File: src/rtl/cmd_exec_burst_if.sv
// Byte FIFO, response FIFO and memory port signals of the command execute stage.
// The master side is the execute stage. The slave side is the FIFOs and memory around it.
interface cmd_exec_burst_if #(
   parameter int ADDR_W = 16,
   parameter int DATA_W = 32
) ();
   logic              byte_fifo_valid;
   logic [7:0]        byte_fifo_data;
   logic              byte_fifo_rd_en;
   logic              cmd_resp_full;
   logic [7:0]        cmd_resp_wr_data;
   logic              cmd_resp_wr_en;
   logic              mem_req;
   logic              mem_we;
   logic [ADDR_W-1:0] mem_addr;
   logic [DATA_W-1:0] mem_wdata;
   logic              mem_gnt;
   logic              mem_rvalid;
   logic [DATA_W-1:0] mem_rdata;

   modport master (
      input  byte_fifo_valid, byte_fifo_data, cmd_resp_full,
             mem_gnt, mem_rvalid, mem_rdata,
      output byte_fifo_rd_en, cmd_resp_wr_data, cmd_resp_wr_en,
             mem_req, mem_we, mem_addr, mem_wdata
   );

   modport slave (
      output byte_fifo_valid, byte_fifo_data, cmd_resp_full,
             mem_gnt, mem_rvalid, mem_rdata,
      input  byte_fifo_rd_en, cmd_resp_wr_data, cmd_resp_wr_en,
             mem_req, mem_we, mem_addr, mem_wdata
   );
endinterface

File: src/rtl/cmd_exec_burst.sv
// Command execute stage with burst support.
// Each command frame is popped from the RX byte FIFO. The stage then runs single or burst
// memory reads/writes and pushes response bytes into the TX FIFO. The TX FIFO can apply
// backpressure. A stall partway through a frame ends the frame with a timeout.
module cmd_exec_burst #(
   parameter int ADDR_W      = 16,
   parameter int DATA_W      = 32,
   parameter int TIMEOUT_CYC = 1000000
) (
   input  logic                clk,
   input  logic                rst,
   cmd_exec_burst_if.master    bus,
   output logic                busy
);
   localparam int ADDR_B = ADDR_W / 8;
   localparam int DATA_B = DATA_W / 8;
   localparam logic [7:0] ADDR_LAST = 8'(ADDR_B - 1);
   localparam logic [7:0] DATA_LAST = 8'(DATA_B - 1);
   localparam int TW = (TIMEOUT_CYC > 1) ? $clog2(TIMEOUT_CYC) : 1;

   typedef enum logic [3:0] {
      IDLE, ADDR, LEN, WDATA, WREQ, RREQ, RWAIT, RSEND, RESP
   } state_t;

   state_t            state_reg;
   state_t            ret_reg;        // state to enter after a RESP byte is pushed
   logic              is_write_reg;
   logic [ADDR_W-1:0] addr_reg;
   logic [7:0]        len_reg;
   logic [7:0]        word_cnt_reg;
   logic [7:0]        byte_cnt_reg;
   logic [7:0]        tx_byte_reg;
   logic [DATA_W-1:0] wdata_reg;
   logic [DATA_W-1:0] rbuf_reg;
   logic              mem_req_reg;
   logic              mem_we_reg;

   logic in_rx, in_frame, pop, push, starved, tmo_hit;

   assign in_frame = (state_reg == ADDR) || (state_reg == LEN) || (state_reg == WDATA);
   assign in_rx    = (state_reg == IDLE) || in_frame;
   assign pop      = bus.byte_fifo_valid & in_rx;
   assign push     = ((state_reg == RESP) || (state_reg == RSEND)) & ~bus.cmd_resp_full;
   assign starved  = in_frame & ~bus.byte_fifo_valid;

   assign bus.byte_fifo_rd_en  = pop;
   assign bus.cmd_resp_wr_en   = push;
   assign bus.cmd_resp_wr_data = (state_reg == RSEND) ? rbuf_reg[DATA_W-1 -: 8] : tx_byte_reg;
   assign bus.mem_req          = mem_req_reg;
   assign bus.mem_we           = mem_we_reg;
   assign bus.mem_addr         = addr_reg;
   assign bus.mem_wdata        = wdata_reg;
   assign busy                 = (state_reg != IDLE);

   generate
      if (TIMEOUT_CYC > 0) begin : g_tmo
         logic [TW-1:0] tmo_cnt_reg;
         assign tmo_hit = starved && (tmo_cnt_reg == TW'(TIMEOUT_CYC - 1));
         // Count consecutive starved cycles inside a frame. Any pop or state change clears the count.
         always_ff @(posedge clk or negedge rst) begin
            if (!rst)
               tmo_cnt_reg <= '0;
            else if (starved && !tmo_hit)
               tmo_cnt_reg <= tmo_cnt_reg + 1'b1;
            else
               tmo_cnt_reg <= '0;
         end
      end else begin : g_no_tmo
         assign tmo_hit = 1'b0;
      end
   endgenerate

   // Main control FSM: frame parsing, memory handshakes and response sequencing.
   always_ff @(posedge clk or negedge rst) begin
      if (!rst) begin
         state_reg    <= IDLE;
         ret_reg      <= IDLE;
         is_write_reg <= 1'b0;
         addr_reg     <= '0;
         len_reg      <= '0;
         word_cnt_reg <= '0;
         byte_cnt_reg <= '0;
         tx_byte_reg  <= '0;
         wdata_reg    <= '0;
         rbuf_reg     <= '0;
         mem_req_reg  <= 1'b0;
         mem_we_reg   <= 1'b0;
      end else begin
         case (state_reg)
            IDLE: begin
               if (pop) begin
                  byte_cnt_reg <= '0;
                  ret_reg      <= IDLE;
                  case (bus.byte_fifo_data)
                     8'h57: begin is_write_reg <= 1'b1; state_reg <= ADDR; end
                     8'h52: begin is_write_reg <= 1'b0; state_reg <= ADDR; end
                     8'h50: begin tx_byte_reg <= 8'h50; state_reg <= RESP; end
                     default: begin tx_byte_reg <= 8'hEE; state_reg <= RESP; end
                  endcase
               end
            end
            ADDR: begin
               if (pop) begin
                  addr_reg <= (addr_reg << 8) | ADDR_W'(bus.byte_fifo_data);
                  if (byte_cnt_reg == ADDR_LAST) begin
                     byte_cnt_reg <= '0;
                     state_reg    <= LEN;
                  end else begin
                     byte_cnt_reg <= byte_cnt_reg + 1'b1;
                  end
               end else if (tmo_hit) begin
                  tx_byte_reg <= 8'hEE; ret_reg <= IDLE; state_reg <= RESP;
               end
            end
            LEN: begin
               if (pop) begin
                  len_reg      <= bus.byte_fifo_data;
                  word_cnt_reg <= '0;
                  byte_cnt_reg <= '0;
                  if (is_write_reg) begin
                     state_reg <= WDATA;
                  end else begin
                     // Read header goes out before the first memory request.
                     tx_byte_reg <= 8'hA5; ret_reg <= RREQ; state_reg <= RESP;
                  end
               end else if (tmo_hit) begin
                  tx_byte_reg <= 8'hEE; ret_reg <= IDLE; state_reg <= RESP;
               end
            end
            WDATA: begin
               if (pop) begin
                  wdata_reg <= (wdata_reg << 8) | DATA_W'(bus.byte_fifo_data);
                  if (byte_cnt_reg == DATA_LAST) begin
                     byte_cnt_reg <= '0;
                     mem_req_reg  <= 1'b1;
                     mem_we_reg   <= 1'b1;
                     state_reg    <= WREQ;
                  end else begin
                     byte_cnt_reg <= byte_cnt_reg + 1'b1;
                  end
               end else if (tmo_hit) begin
                  tx_byte_reg <= 8'hEE; ret_reg <= IDLE; state_reg <= RESP;
               end
            end
            WREQ: begin
               if (bus.mem_gnt) begin
                  mem_req_reg <= 1'b0;
                  mem_we_reg  <= 1'b0;
                  addr_reg    <= addr_reg + 1'b1;
                  if (word_cnt_reg == len_reg) begin
                     tx_byte_reg <= 8'hA5; ret_reg <= IDLE; state_reg <= RESP;
                  end else begin
                     word_cnt_reg <= word_cnt_reg + 1'b1;
                     state_reg    <= WDATA;
                  end
               end
            end
            RREQ: begin
               if (bus.mem_gnt) begin
                  mem_req_reg <= 1'b0;
                  addr_reg    <= addr_reg + 1'b1;
                  state_reg   <= RWAIT;
               end
            end
            RWAIT: begin
               if (bus.mem_rvalid) begin
                  rbuf_reg     <= bus.mem_rdata;
                  byte_cnt_reg <= '0;
                  state_reg    <= RSEND;
               end
            end
            RSEND: begin
               if (push) begin
                  rbuf_reg <= rbuf_reg << 8;
                  if (byte_cnt_reg == DATA_LAST) begin
                     byte_cnt_reg <= '0;
                     if (word_cnt_reg == len_reg) begin
                        state_reg <= IDLE;
                     end else begin
                        word_cnt_reg <= word_cnt_reg + 1'b1;
                        mem_req_reg  <= 1'b1;
                        mem_we_reg   <= 1'b0;
                        state_reg    <= RREQ;
                     end
                  end else begin
                     byte_cnt_reg <= byte_cnt_reg + 1'b1;
                  end
               end
            end
            RESP: begin
               if (push) begin
                  state_reg <= ret_reg;
                  if (ret_reg == RREQ) begin
                     mem_req_reg <= 1'b1;
                     mem_we_reg  <= 1'b0;
                  end
               end
            end
            default: state_reg <= IDLE;
         endcase
      end
   end
endmodule

File: src/flat_wrapper.sv
// flat-port wrapper written by rule: the top's interface ports become plain ports
module cmd_exec_burst_flat 
#(
   parameter int ADDR_W      = 16,
   parameter int DATA_W      = 32,
   parameter int TIMEOUT_CYC = 1000000
)
  (clk, rst, busy, bus_byte_fifo_valid, bus_byte_fifo_data, bus_cmd_resp_full, bus_mem_gnt, bus_mem_rvalid, bus_mem_rdata, bus_byte_fifo_rd_en, bus_cmd_resp_wr_data, bus_cmd_resp_wr_en, bus_mem_req, bus_mem_we, bus_mem_addr, bus_mem_wdata);
  cmd_exec_burst_if #(.ADDR_W(ADDR_W), .DATA_W(DATA_W)) bus_i ();
  input  logic clk;
  input  logic rst;
  output logic busy;
  input wire logic [$bits(bus_i.byte_fifo_valid)-1:0] bus_byte_fifo_valid;
  input wire logic [$bits(bus_i.byte_fifo_data)-1:0] bus_byte_fifo_data;
  input wire logic [$bits(bus_i.cmd_resp_full)-1:0] bus_cmd_resp_full;
  input wire logic [$bits(bus_i.mem_gnt)-1:0] bus_mem_gnt;
  input wire logic [$bits(bus_i.mem_rvalid)-1:0] bus_mem_rvalid;
  input wire logic [$bits(bus_i.mem_rdata)-1:0] bus_mem_rdata;
  output wire logic [$bits(bus_i.byte_fifo_rd_en)-1:0] bus_byte_fifo_rd_en;
  output wire logic [$bits(bus_i.cmd_resp_wr_data)-1:0] bus_cmd_resp_wr_data;
  output wire logic [$bits(bus_i.cmd_resp_wr_en)-1:0] bus_cmd_resp_wr_en;
  output wire logic [$bits(bus_i.mem_req)-1:0] bus_mem_req;
  output wire logic [$bits(bus_i.mem_we)-1:0] bus_mem_we;
  output wire logic [$bits(bus_i.mem_addr)-1:0] bus_mem_addr;
  output wire logic [$bits(bus_i.mem_wdata)-1:0] bus_mem_wdata;
  assign bus_i.byte_fifo_valid = bus_byte_fifo_valid;
  assign bus_i.byte_fifo_data = bus_byte_fifo_data;
  assign bus_i.cmd_resp_full = bus_cmd_resp_full;
  assign bus_i.mem_gnt = bus_mem_gnt;
  assign bus_i.mem_rvalid = bus_mem_rvalid;
  assign bus_i.mem_rdata = bus_mem_rdata;
  assign bus_byte_fifo_rd_en = bus_i.byte_fifo_rd_en;
  assign bus_cmd_resp_wr_data = bus_i.cmd_resp_wr_data;
  assign bus_cmd_resp_wr_en = bus_i.cmd_resp_wr_en;
  assign bus_mem_req = bus_i.mem_req;
  assign bus_mem_we = bus_i.mem_we;
  assign bus_mem_addr = bus_i.mem_addr;
  assign bus_mem_wdata = bus_i.mem_wdata;
  cmd_exec_burst #(.ADDR_W(ADDR_W), .DATA_W(DATA_W), .TIMEOUT_CYC(TIMEOUT_CYC)) u_core (.clk(clk), .rst(rst), .bus(bus_i), .busy(busy));
endmodule
File: config.mk
export PLATFORM = sky130hd
export DESIGN_NAME = cmd_exec_burst_flat
export DESIGN_NICKNAME = d
export VERILOG_FILES = /design/src/rtl/cmd_exec_burst_if.sv /design/src/rtl/cmd_exec_burst.sv /design/src/flat_wrapper.sv
export SDC_FILE = /design/constraint.sdc
export NUM_CORES = 1
export LEC_CHECK = 0
export ABC_CLOCK_PERIOD_IN_PS = 4800
export CORE_ASPECT_RATIO = 0.8
export CORE_UTILIZATION = 46
export CTS_CLUSTER_SIZE = 8
export DETAILED_ROUTE_END_ITERATION = 16
export PLACE_DENSITY = 0.69
export SYNTH_ARGS = -nofsm -noshare
export SYNTH_HDL_FRONTEND = slang
export SYNTH_SLANG_ARGS = --single-unit
File: constraint.sdc
create_clock -name clk -period 4.8 [get_ports clk]
set_input_delay 1.2 -clock clk [delete_from_list [all_inputs] [get_ports clk]]
set_output_delay 1.2 -clock clk [all_outputs]
set_load 0.01 [all_outputs]
==> results of run 1 <==
-- cells in the final DEF (no fill, tap or decap), drive strengths merged, types with 9 or more instances in the layout --
master / netlist / layout
clkdlybuf4s50: 0 / 105
clkbuf: 10 / 19
xor2: 22 / 22
buf: 27 / 14
inv: 11 / 11
nor3: 9 / 9
a22o: 9 / 9
nand4: 14 / 14
o31ai: 9 / 9
nand2b: 10 / 10
nor2: 77 / 77
a31oi: 34 / 34
mux2: 41 / 41
o22ai: 10 / 10
nand3: 36 / 36
and3: 12 / 12
nand2: 115 / 115
a21oi: 39 / 39
o21ai: 39 / 39
dfrtp: 143 / 143
-- through the flow --
| step | util [%] | hold WS, ns | total power, mW |
|---|---|---|---|
| detailed placement | 55.8 | 0.472 | 4.50 |
| floorplan | - | 0.445 | 3.56 |
| CTS | 60.0 | 0.485 | 5.96 |
| global route | 60.0 | 0.508 | 6.34 |
| global placement | 55.8 | 0.464 | 4.43 |
| finish | 60.0 | 0.491 | 5.94 |
-- kinds of logic (layout without fill, tap and decap cells) --
group	Yosys count	after routing	synth area share (%)
compound gates	173	173	15.8
buf+inv	48	161	3.22
xor+xnor	28	28	3.38
simple gates	312	312	20.8
mux	43	43	6.64
flops	143	143	49.3
fa+ha+maj	5	5	0.862
-- worst max-delay path, delay by kind of cell --
family,cells,cell delay [ns]
buf+inv,3,1.14
simple gates,1,0.41
-- cells in the mapped netlist, types with 3 or more instances --
library cell	count	area share [%]
dfrtp_1	143	49
nand2_1	114	5.9
nor2_1	74	3.8
mux2_2	41	6.4
a21oi_1	38	2.6
nand3_1	35	2.4
a31oi_1	34	2.9
o21ai_0	33	2.3
buf_2	22	1.5
xor2_1	22	2.7
nand4_1	13	1.1
and3_1	12	1.0
clkbuf_1	10	0.52
inv_1	10	0.52
nand2b_1	10	0.86
a22o_1	9	1.1
o22ai_1	9	0.78
o31ai_1	9	0.93
nor3_1	8	0.55
a21o_1	6	0.62
nor2b_1	6	0.52
xnor2_1	6	0.72
and2_1	5	0.43
ha_1	5	0.86
o2bb2ai_1	5	0.60
o211ai_1	4	0.41
buf_4	3	0.31
nor3b_1	3	0.31
nor4_2	3	0.52
o21a_1	3	0.31
o21ai_1	3	0.21
or2_1	3	0.26
or3_1	3	0.26
-- where the power goes --
part | total [mW] | internal [mW] | switching, mW
combinational | 2.46 | 1.16 | 1.30
clock | 1.42 | 0.928 | 0.496
sequential | 2.06 | 1.66 | 0.400
-- cell type report --
class,count,area share (%)
clock inverter,12,2.10
inverter,11,0.453
tap,210,2.88
clock buffer,19,4.86
multi-input combinational,561,37.8
sequential,143,39.2
timing repair buffer,119,12.7
-- worst max-delay path by stage --
stage                                          startpoint                       to  slack (ns)  depth (start not counted)
after global placement                bus_byte_fifo_valid      bus_byte_fifo_rd_en        0.84                          4
after floorplan                       bus_byte_fifo_valid      bus_byte_fifo_rd_en        1.70                          3
final                                 bus_byte_fifo_valid      bus_byte_fifo_rd_en        0.85                          4
after detailed placement              bus_byte_fifo_valid      bus_byte_fifo_rd_en        0.84                          4
after CTS                             bus_byte_fifo_valid      bus_byte_fifo_rd_en        0.83                          4
after global routing      u_core.state_reg[2]$_DFFE_PN0P_  bus_cmd_resp_wr_data[2]        0.64                          5
-- metal layers --
metal / routed length (um) / part of all wire (%) / vias to the layer above / track usage, %
met3: 1150 / 6.2 / 18 / 7.65
li1: - / - / 2891 / -
met5: 0 / 0 / - / 0
met4: 221 / 1.2 / 0 / 7.03
met2: 8630 / 47 / 176 / 37.3
met1: 8520 / 46 / 2997 / 33.4
==> impl_results.md, run 1 <==
- Post-Layout Cell Count: 1075
- Critical Path Max Stage Delay: 0.54 ns
- Most used cell, CP: clkdlybuf4s50_1
- Clk Tree Root Cell: clkbuf_16
- Pre-Repair DR Iteration Count: 5
- Critical Path Sink Type: primary output
- Maxcap violations: 0
- Starting Density: 47.7%
- # diodes: 0
- Final Cycle Share: 82.2%
- R2R Setup Slk: 1.91 ns
- First-pass GRT wire length: 30700 um
- DR WL/cell: 17.2 um
- Crit path max-delay cell type: clkdlybuf4s50_1
- Status: completed
- CTS Hold Bufs: 0
- Placement Cell Area: 8490 um^2
- WS Path Type: in -> out
- Total core area: 15200 um^2
- Fraction of layout cells with a size suffix above 1: 12.6%
- Row count: 40
- Flops & latches, synth: 143
- Crit Path Max Fanout: 3
- Antenna-violating nets left: 0
- Io pins: 107
- Final WS setup: 0.852 ns
- Fmax: 0.253 GHz
- All-Layer GR Usage: 24.4%
- Final setup viols: 0
- Hold Startpoint: u_core.tx_byte_reg[2]$_DFFE_PN0P_
- CTS Sinks: 143
- R2R Path End: u_core.tx_byte_reg[7]$_DFFE_PN0P_
- Gates resized, CTS repair: 0
- Post-route DRC violation count: 0
- Worst Tran Pin Value: 1.00 ns
- Area Overhead vs Synth: 25.7%
- Layout Nets: 904
- Worst EP arrival: 2.75 ns
- CTS Buf Count: 17
- Max Clock Skew: 0.0123 ns
- Design Area, Final: 9120 um^2
- Place WS: 0.845 ns
- Reg2reg path depth: 7
- Worst-Skew Late Latency: 0.42 ns
- Unrepaired setup endpoints after global routing: no
- Worst hold stages: 1
- Worst VDD drop: 0.000375 V
- Hold Path End: u_core.tx_byte_reg[2]$_DFFE_PN0P_
- Rel. slew slack: 33.1%
- Post-synth top flop: dfrtp_1
- Leak: 3.88 nW
- Initial DRC Count: 434
- EDFF count, synth: 0
- Vias in the first global route: 6038
- Synth Cell Area: 7260 um^2
- Area of the multi-input gates: 3450 um^2
- Clock transition at path regs: 0.05 ns
- Grt ovf: 0
- Worst min-delay path category: reg -> reg
- Final Slew Violations: 0
- Post-CTS setup buffers: 0
- Placer Congestion: 0.910
- Setup TNS: 0 ns
- Clock tree from TritonCTS: done
- FILL cells: 1285
- H-tree levels: 4
- Syn Nets: 803
- Final hold vios: 0
- Register area share after synthesis: 49.3%
- Max clock buf depth: 2
- Synth Instances: 752
- Pwr dens: 651 nW/um^2
- Detailed Route WL: 18500 um
- YS warnings: 0
- Worst Path Required: 3.60 ns
- Die area: 16300 um^2
- Cells along the critical path: clkdlybuf4s50_1 > or3b_1 > inv_1 > clkdlybuf4s50_1
- Die Width: 142 um
- Die Ht: 114 um
- HPWL after detailed placement: 12800 um
- RR Startpoint: u_core.state_reg[0]$_DFFE_PN0P_
- Setup crit start kind: input pin
- Mean Syn Cell Area: 9.65 um^2
- Yosys cell types: 71
- DP Cell Count: 1044
- Initial antenna violation count: 0
- Reg area: 3580 um^2
- Share of synthesized registers carrying an async set or reset: 100%
- Post-layout min period: 3.95 ns
- Vias per inst: 5.66
- Largest net degree at the start of global routing: 107
- Port Buffer Count: 106
- Vias: 6082
(Power assumes the default switching activity.)
==> run 2, diff against run 1 <==
--- a/config.mk
+++ b/config.mk
@@ -5,12 +5,12 @@
 export SDC_FILE = /design/constraint.sdc
 export NUM_CORES = 1
 export LEC_CHECK = 0
-export ABC_CLOCK_PERIOD_IN_PS = 4800
+export ABC_CLOCK_PERIOD_IN_PS = 3200
 export CORE_ASPECT_RATIO = 0.8
 export CORE_UTILIZATION = 46
 export CTS_CLUSTER_SIZE = 8
 export DETAILED_ROUTE_END_ITERATION = 16
-export PLACE_DENSITY = 0.69
+export PLACE_DENSITY = 0.72
 export SYNTH_ARGS = -nofsm -noshare
 export SYNTH_HDL_FRONTEND = slang
 export SYNTH_SLANG_ARGS = --single-unit
==> constraint.sdc (replaced) <==
create_clock -name clk -period 3.2 [get_ports clk]
set_input_delay 0.8 -clock clk [delete_from_list [all_inputs] [get_ports clk]]
set_output_delay 0.8 -clock clk [all_outputs]
set_load 0.01 [all_outputs]
==> impl_results.md, run 2 (synthesized netlist as in run 1, its figures left out) <==
- Final Slew Violations: 0
- Unrepaired setup endpoints after global routing: no
- Buf/Inv on CP: 3
- Post-Layout Cell Count: 1087
- Initial DRC Count: 508
- FILL cells: 1290
- Setup crit start kind: input pin
- Detailed Route WL: 18400 um
- Area Overhead vs Synth: 26.7%
- Antenna-violating nets left: 0
- DP Cell Count: 1056
- Max clock buf depth: 2
- Die area: 16300 um^2
- Die Ht: 114 um
- Row count: 40
- RR Startpoint: u_core.word_cnt_reg[7]$_DFFE_PN0P_
- H-tree levels: 4
- Top delay family on crit path: buffers and inverters
- Final hold vios: 0
- Worst-Skew Late Latency: 0.42 ns
- Pre-Repair DR Iteration Count: 5
- Setup crit start: bus_byte_fifo_valid
- Status: completed
- Worst Tran Pin Value: 0.788 ns
- Crit Path Max Fanout: 2
- Clk pwr share: 22.2%
- Initial antenna violation count: 0
- Post-layout min period: 3.18 ns
- Place WS: 0.0429 ns
- Placer Congestion: 0.887
- Worst EP arrival: 2.38 ns
- Register share of total power: 34.7%
- Leak: 3.91 nW
- Switching power: 3.35 mW
- Grt ovf: 0
- Pwr dens: 958 nW/um^2
- Largest net degree at the start of global routing: 63
- Port Buffer Count: 106
- Crit path max-delay cell type: clkdlybuf4s50_1
- Cells along the critical path: clkdlybuf4s50_1 > or3b_1 > inv_1 > clkdlybuf4s50_1
- Final WS setup: 0.0200 ns
- Starting Density: 47.7%
- Commonest non-fill, non-tap cell in the layout: dfrtp_1
- Vias per inst: 5.71
- Design Area, Final: 9200 um^2
- Fmax: 0.314 GHz
- Placement Cell Area: 8600 um^2
- Layout Nets: 916
- Maxcap violations: 0
- CTS Sinks: 143
- Critical Path Max Stage Delay: 0.54 ns
- Fraction of layout cells with a size suffix above 1: 14.0%
- Clock tree from TritonCTS: done
- HPWL after detailed placement: 12800 um
- Rel. slew slack: 47.5%
- # diodes: 0
- Reg2reg path depth: 6
- WS Path Type: in -> out
- Clock transition at path regs: 0.06 ns
- Final Cycle Share: 99.4%
- Critical Path Sink Type: primary output
- DR WL/cell: 16.9 um
- Vias: 6202
- Total core area: 15200 um^2
- Die Width: 142 um
- Worst min-delay path category: in -> async
- Post-route DRC violation count: 0
- CTS Buf Count: 17
- Clk Tree Root Cell: clkbuf_16
- All-Layer GR Usage: 24.0%
- Io pins: 107
- Switching part of the total: 38.0%
- Final setup viols: 0
- Most used cell, CP: clkdlybuf4s50_1
- Max Clock Skew: 0.00656 ns
- Vias in the first global route: 5976
- Comb power frac: 43.1%
- R2R Setup Slk: 0.48 ns
- Most frequent cells in the layout: dfrtp_1 (143), nand2_1 (114), clkdlybuf4s50_1 (105), nor2_1 (74), mux2_2 (41)
- First-pass GRT wire length: 30300 um
- R2R Path End: u_core.tx_byte_reg[7]$_DFFE_PN0P_
- Worst VDD drop: 0.000495 V
- Worst Path Required: 2.40 ns
- Internal power: 5.46 mW
- Setup TNS: 0 ns
-- run 2: stage by stage --
step           hold slack, ns  power, mW  util [%]
2_1_floorplan           0.445       5.34         -
6_report                0.353       8.81      60.5
4_1_cts                 0.376       8.81      60.4
3_5_place_dp            0.468       6.81      56.5
5_1_grt                 0.396       9.40      60.5
3_3_place_gp            0.461       6.71      56.5
-- run 2: worst max-delay path by stage --
stage | depth (start not counted) | slack (ns) | endpoint
2_1_floorplan | 3 | 0.90 | bus_byte_fifo_rd_en
3_3_place_gp | 4 | 0.02 | bus_byte_fifo_rd_en
3_5_place_dp | 4 | 0.04 | bus_byte_fifo_rd_en
4_1_cts | 4 | 0.03 | bus_byte_fifo_rd_en
5_1_grt | 4 | 0.005 | bus_byte_fifo_rd_en
6_report | 4 | 0.02 | bus_byte_fifo_rd_en
-- run 2: final cells by class --
| cell class | count | area, um^2 | share of cell area, % |
|---|---|---|---|
| Clock inverter | 12 | 136 | 1.48 |
| Multi-Input combinational cell | 561 | 3460 | 37.6 |
| Inverter | 11 | 41.3 | 0.449 |
| Tap cell | 210 | 263 | 2.86 |
| Clock buffer | 19 | 443 | 4.82 |
| Sequential cell | 143 | 3580 | 38.9 |
| Timing Repair Buffer | 131 | 1280 | 13.9 |
-- run 2: power groups by stage --
stage | combinational, mW | sequential [mW] | clock (mW)
after floorplan | 2.31 | 3.03 | 0
after global placement | 3.66 | 3.05 | 0
after detailed placement | 3.75 | 3.07 | 0
after CTS | 3.78 | 3.05 | 1.98
after global routing | 4.18 | 3.15 | 2.06
final | 3.80 | 3.06 | 1.96
-- run 2: metal layers --
metal | global-route usage (%) | part of all wire (%) | vias up
li1 | - | - | 2899
met1 | 33.3 | 47 | 3042
met2 | 36.1 | 44 | 232
met3 | 6.69 | 6.8 | 29
met4 | 7.96 | 1.8 | 0
met5 | 0 | 0 | -
-- run 2: what timing repair did --
item,4_1_cts,5_1_grt
hold buffers,0,0
hold endpoints to repair,0,0
setup buffers,0,0
resized for setup,0,4
endpoints found under the setup margin,0,9
==> RTL change 1, RTL diff (settings of run 1) <==
`DATA_W` is set to 32 in 3 places; all go to 64.
--- a/src/rtl/cmd_exec_burst_if.sv
+++ b/src/rtl/cmd_exec_burst_if.sv
@@ -3,5 +3,5 @@
 interface cmd_exec_burst_if #(
    parameter int ADDR_W = 16,
-   parameter int DATA_W = 32
+   parameter int DATA_W = 64
 ) ();
    logic              byte_fifo_valid;
--- a/src/rtl/cmd_exec_burst.sv
+++ b/src/rtl/cmd_exec_burst.sv
@@ -5,5 +5,5 @@
 module cmd_exec_burst #(
    parameter int ADDR_W      = 16,
-   parameter int DATA_W      = 32,
+   parameter int DATA_W      = 64,
    parameter int TIMEOUT_CYC = 1000000
 ) (
--- a/src/flat_wrapper.sv
+++ b/src/flat_wrapper.sv
@@ -3,5 +3,5 @@
 #(
    parameter int ADDR_W      = 16,
-   parameter int DATA_W      = 32,
+   parameter int DATA_W      = 64,
    parameter int TIMEOUT_CYC = 1000000
 )
Ports: changed (resized bus_mem_rdata and bus_mem_wdata); port bits go from 107 to 171. No check against the original RTL was run, so the function may have changed too.
==> RTL change 1 against run 1 <==
  * Cell area grew 39%
  * Cell count grew 27%
  * Wire length grew 30%
  * Via count grew 26%
  * Power grew 4.3%
  * First-iteration DRC count grew 39%
  * Sequential cell count grew 64
  * Setup slack lost 70 ps
  * Area after synthesis grew 38%
  * Largest power group is now registers
  * Highest routed layer unchanged
==> RTL change 1: results (changes against run 1) <==
outcome completed; Synth area leaders dfrtp_1 (52%), mux2_2 (9.3%), mux2i_1 (5.9%); DP Worst Slack 975 ps (+130 ps); leakage 5.90 nW (+52%); sequential fraction of the synthesis area 0.516 (+0.0227); R2R setup slack 1990 ps (+80 ps); nets 1183 (+31%); vias in the first global route 7390 (+22%); Vias/cell 5.61 (-0.82%); Min-Delay Startpoint u_core.rbuf_reg[31]; Post-Synthesis Cells 940 (+25%); Port-buffer cells 170 (+60%); filler instances 1764 (+37%); first-pass GRT wire length 39200 um (+28%); end of the worst register-to-register path u_core.word_cnt_reg[7]; Commonest cells post-synth dfrtp_1 (207), nand2_1 (104), o21ai_0 (90); Area after DPL 12000 um2 (+41%); hold path depth 2 (+1); Fin Clk Skew 20.4 ps (+8.05 ps); Routed WL 24000 um (+30%); PD cells 488 nW/um2 (-25%); worst slew pin tran 1040 ps (+35.6 ps); Mapped Nets 1023 (+27%); WHS 474 ps (-16.8 ps); htree depth 1 (-3); R2R cell count 6 (-1); Comb pwr share 0.292 (-0.122); Final Wtd Congestion 0.875 (-3.9%); largest net degree at the start of global routing 127 (+19%); Clk. pwr 1.76 mW (+24%); total clock buffers created by CTS 29 (+12)
RTL change 1: changes by cell type in the layout (fill, tap and decap cells not counted), sizes merged, moves of 25 or more:
cell / run 1 / this run
a31oi: 34 / 7
clkdlybuf4s50: 105 / 169
nor2: 77 / 52
dfrtp: 143 / 207
mux2: 41 / 83
mux2i: 2 / 59
o21ai: 39 / 90
RTL change 1: kinds of logic (layout without fill, tap and decap cells):
family / Yosys count / after routing / share of synthesized area
compound gates: 209 / 209 / 0.132
xor+xnor: 27 / 27 / 0.0235
fa+ha+maj: 5 / 5 / 0.00623
buf+inv: 64 / 224 / 0.0288
flops: 207 / 207 / 0.516
mux: 142 / 142 / 0.152
simple gates: 286 / 286 / 0.142
RTL change 1: area by class of cell:
type | count | area (um2) | share of cell area
Sequential cell | 207 | 5180 | 0.408
Multi-Input combinational cell | 669 | 4600 | 0.362
Timing Repair Buffer | 182 | 1810 | 0.142
Clock buffer | 30 | 729 | 0.0574
Tap cell | 269 | 337 | 0.0265
Inverter | 11 | 41.3 | 0.00325
Clock inverter | 1 | 20.0 | 0.00157
RTL change 1: worst max path at each step:
stage                         from                 endpoint  cells after the start
5_1_grt        u_core.state_reg[1]  bus_cmd_resp_wr_data[5]                      5
3_3_place_gp     bus_cmd_resp_full       bus_cmd_resp_wr_en                      3
2_1_floorplan  bus_byte_fifo_valid      bus_byte_fifo_rd_en                      3
6_report       u_core.state_reg[1]  bus_cmd_resp_wr_data[5]                      5
3_5_place_dp   bus_byte_fifo_valid      bus_byte_fifo_rd_en                      5
4_1_cts        u_core.state_reg[1]  bus_cmd_resp_wr_data[5]                      5
RTL change 1: layer usage:
layer  up-vias  global-route usage  routed length (um)
met5         -                   0                   0
met1      3685               0.317               11400
met3        31              0.0449                1710
met4         0              0.0454                 389
met2       258               0.325               10500
li1       3708                   -                   -
==> RTL change 2, RTL diff (config.mk and constraints of run 1) <==
Without the edit above. Re-encode `state_t` (9 states) as one-hot, 9 bits wide.
--- a/src/rtl/cmd_exec_burst.sv
+++ b/src/rtl/cmd_exec_burst.sv
@@ -19,6 +19,6 @@
    localparam int TW = (TIMEOUT_CYC > 1) ? $clog2(TIMEOUT_CYC) : 1;
 
-   typedef enum logic [3:0] {
-      IDLE, ADDR, LEN, WDATA, WREQ, RREQ, RWAIT, RSEND, RESP
+   typedef enum logic [8:0] {
+      IDLE = 9'b000000001, ADDR = 9'b000000010, LEN = 9'b000000100, WDATA = 9'b000001000, WREQ = 9'b000010000, RREQ = 9'b000100000, RWAIT = 9'b001000000, RSEND = 9'b010000000, RESP = 9'b100000000
    } state_t;
 
Check against the original RTL: no difference found for any inputs over 4 cycles, from zero or initial values and one cycle with rst low; so few cycles prove little.
==> RTL change 2 against run 1 <==
  * Via count is 3.6% higher
  * First-iteration DRC count increased by 14%
  * Sequential share of layout area rose by 0.20 points
  * Cell area rose by 6.5%
  * Count of clock-buffer cells in the layout fell by 1
  * Setup slack worse by 360 ps
  * Non-clock buffer count fell by 4
  * Global-route usage is 1.2 points lower
  * Area after synthesis rose by 9.5%
  * Sequential cell count rose by 10
  * Cell count is 3.8% higher
  * Critical path type is now register to output port
  * Largest cell class unchanged
  * Wire length grew 5.4%
Power is not compared: it rests on default switching activity, and its combinational part moved more than twofold at a synthesized area within 25%.
==> RTL change 2: results (changes against run 1) <==
Hold Path End u_core.g_tmo.tmo_cnt_reg[0]; FF-to-FF Start u_core.state_reg[1]; P_int 2.36 mW; nets 934 (+3.3%); hold path depth 1 (unchanged); slowest cell on the critical path or4_4; clock transition at the registers of the reported paths 70 ps (+20 ps); Mapped Nets 842 (+4.9%); filler instances 1479 (+15%); Synth Warn # 0 (unchanged); R2R cell count 7 (unchanged); R2R setup slack 1780 ps (-130 ps); CTS max path bufs 2 (unchanged); Root Driver clkbuf_16; Commonest cells post-synth dfrtp_1 (151), nand2_1 (116), nor2_1 (58); CP delay by family, top buffers and inverters; worst vdd ir about 0.00015 V; 1st-pass router iterations 7 (+2); Post-Synthesis Cells 791 (+5.2%); Routed WL 19500 um (+5.4%); Area after DPL 9100 um2 (+7.2%); Tot GR Track Use 0.233 (-0.0118); Final Max Slew Viols 0 (unchanged); later-pin clock latency in the skew report 430 ps; outcome completed; post-synth cell types 84 (+18%); Port-buffer cells 106 (unchanged); share of layout cells above drive strength 1 0.116 (-0.00994); Hold WC Path Type register to register; DP Worst Slack 792 ps (-52.6 ps); HPWL Detailed 13400 um (+4.7%); first-pass GRT wire length 32500 um (+5.7%); vias in the first global route 6054 (+0.26%); postcts setup bufs 0 (unchanged); initial antenna violation count 0 (unchanged); Synth area leaders dfrtp_1 (48%), nand2_1 (5.5%), mux2_2 (4.7%); sequential fraction of the synthesis area 0.482 (-0.0108); htree depth 4 (unchanged); Final Wtd Congestion 0.932 (+2.4%); initial DRC count 495 (+14%); largest net degree at the start of global routing 107 (unchanged); Fin Clk Skew 12.2 ps (-0.0702 ps); total clock buffers created by CTS 17 (unchanged); fin cells 1116 (+3.8%); Vias/cell 5.65 (-0.22%); end of the worst register-to-register path u_core.state_reg[1]; crit path max fanout 36 (+33); Min-Delay Startpoint u_core.g_tmo.tmo_cnt_reg[0]; CP max stage delay 660 ps (+120 ps); WHS 466 ps (-24.7 ps); worst slew pin tran 970 ps (-33.2 ps); antenna cell count 0 (unchanged)
[RTL change 2: worst max path at each step]
stage / start / slack, ps / to / depth (start not counted)
detailed placement: bus_byte_fifo_valid / 790 / bus_byte_fifo_rd_en / 5
finish: u_core.state_reg[1] / 490 / bus_cmd_resp_wr_data[4] / 6
floorplan: u_core.state_reg[0] / 1620 / bus_cmd_resp_wr_data[4] / 8
global placement: bus_byte_fifo_valid / 830 / bus_byte_fifo_rd_en / 5
CTS: u_core.state_reg[1] / 480 / bus_cmd_resp_wr_data[4] / 6
global route: u_core.state_reg[1] / 340 / bus_cmd_resp_wr_data[4] / 6
[RTL change 2: cell families (layout without fill, tap and decap cells)]
family / count (synthesis) / after routing / share of synthesized area
simple gates: 323 / 323 / 0.211
compound gates: 160 / 160 / 0.137
flops: 153 / 153 / 0.482
mux: 64 / 64 / 0.0858
buf+inv: 51 / 156 / 0.0380
xor+xnor: 35 / 35 / 0.0386
fa+ha+maj: 5 / 5 / 0.00787
[RTL change 2: per-layer routing]
layer | track usage | part of all wire
met2 | 0.341 | 0.44
met5 | 0 | 0
met1 | 0.353 | 0.49
met4 | 0.0542 | 0.0086
met3 | 0.0433 | 0.054
[RTL change 2: power groups by stage]
stage	Clock (mW)	Combinational (mW)	Sequential (mW)
after floorplan	0	0.367	1.39
after global placement	0	0.550	1.41
after detailed placement	0	0.549	1.41
after CTS	1.43	0.553	1.39
after global routing	1.48	0.607	1.40
final	1.40	0.556	1.39
[RTL change 2: layout make-up]
cell class,instances,area (um2),area share
multi-input cells,587,3820,0.393
well taps,220,275,0.0283
repair buffers,115,1140,0.118
clock buffers,18,439,0.0452
flip-flops and latches,153,3830,0.394
inverters,9,33.8,0.00348
clock inverters,14,176,0.0182
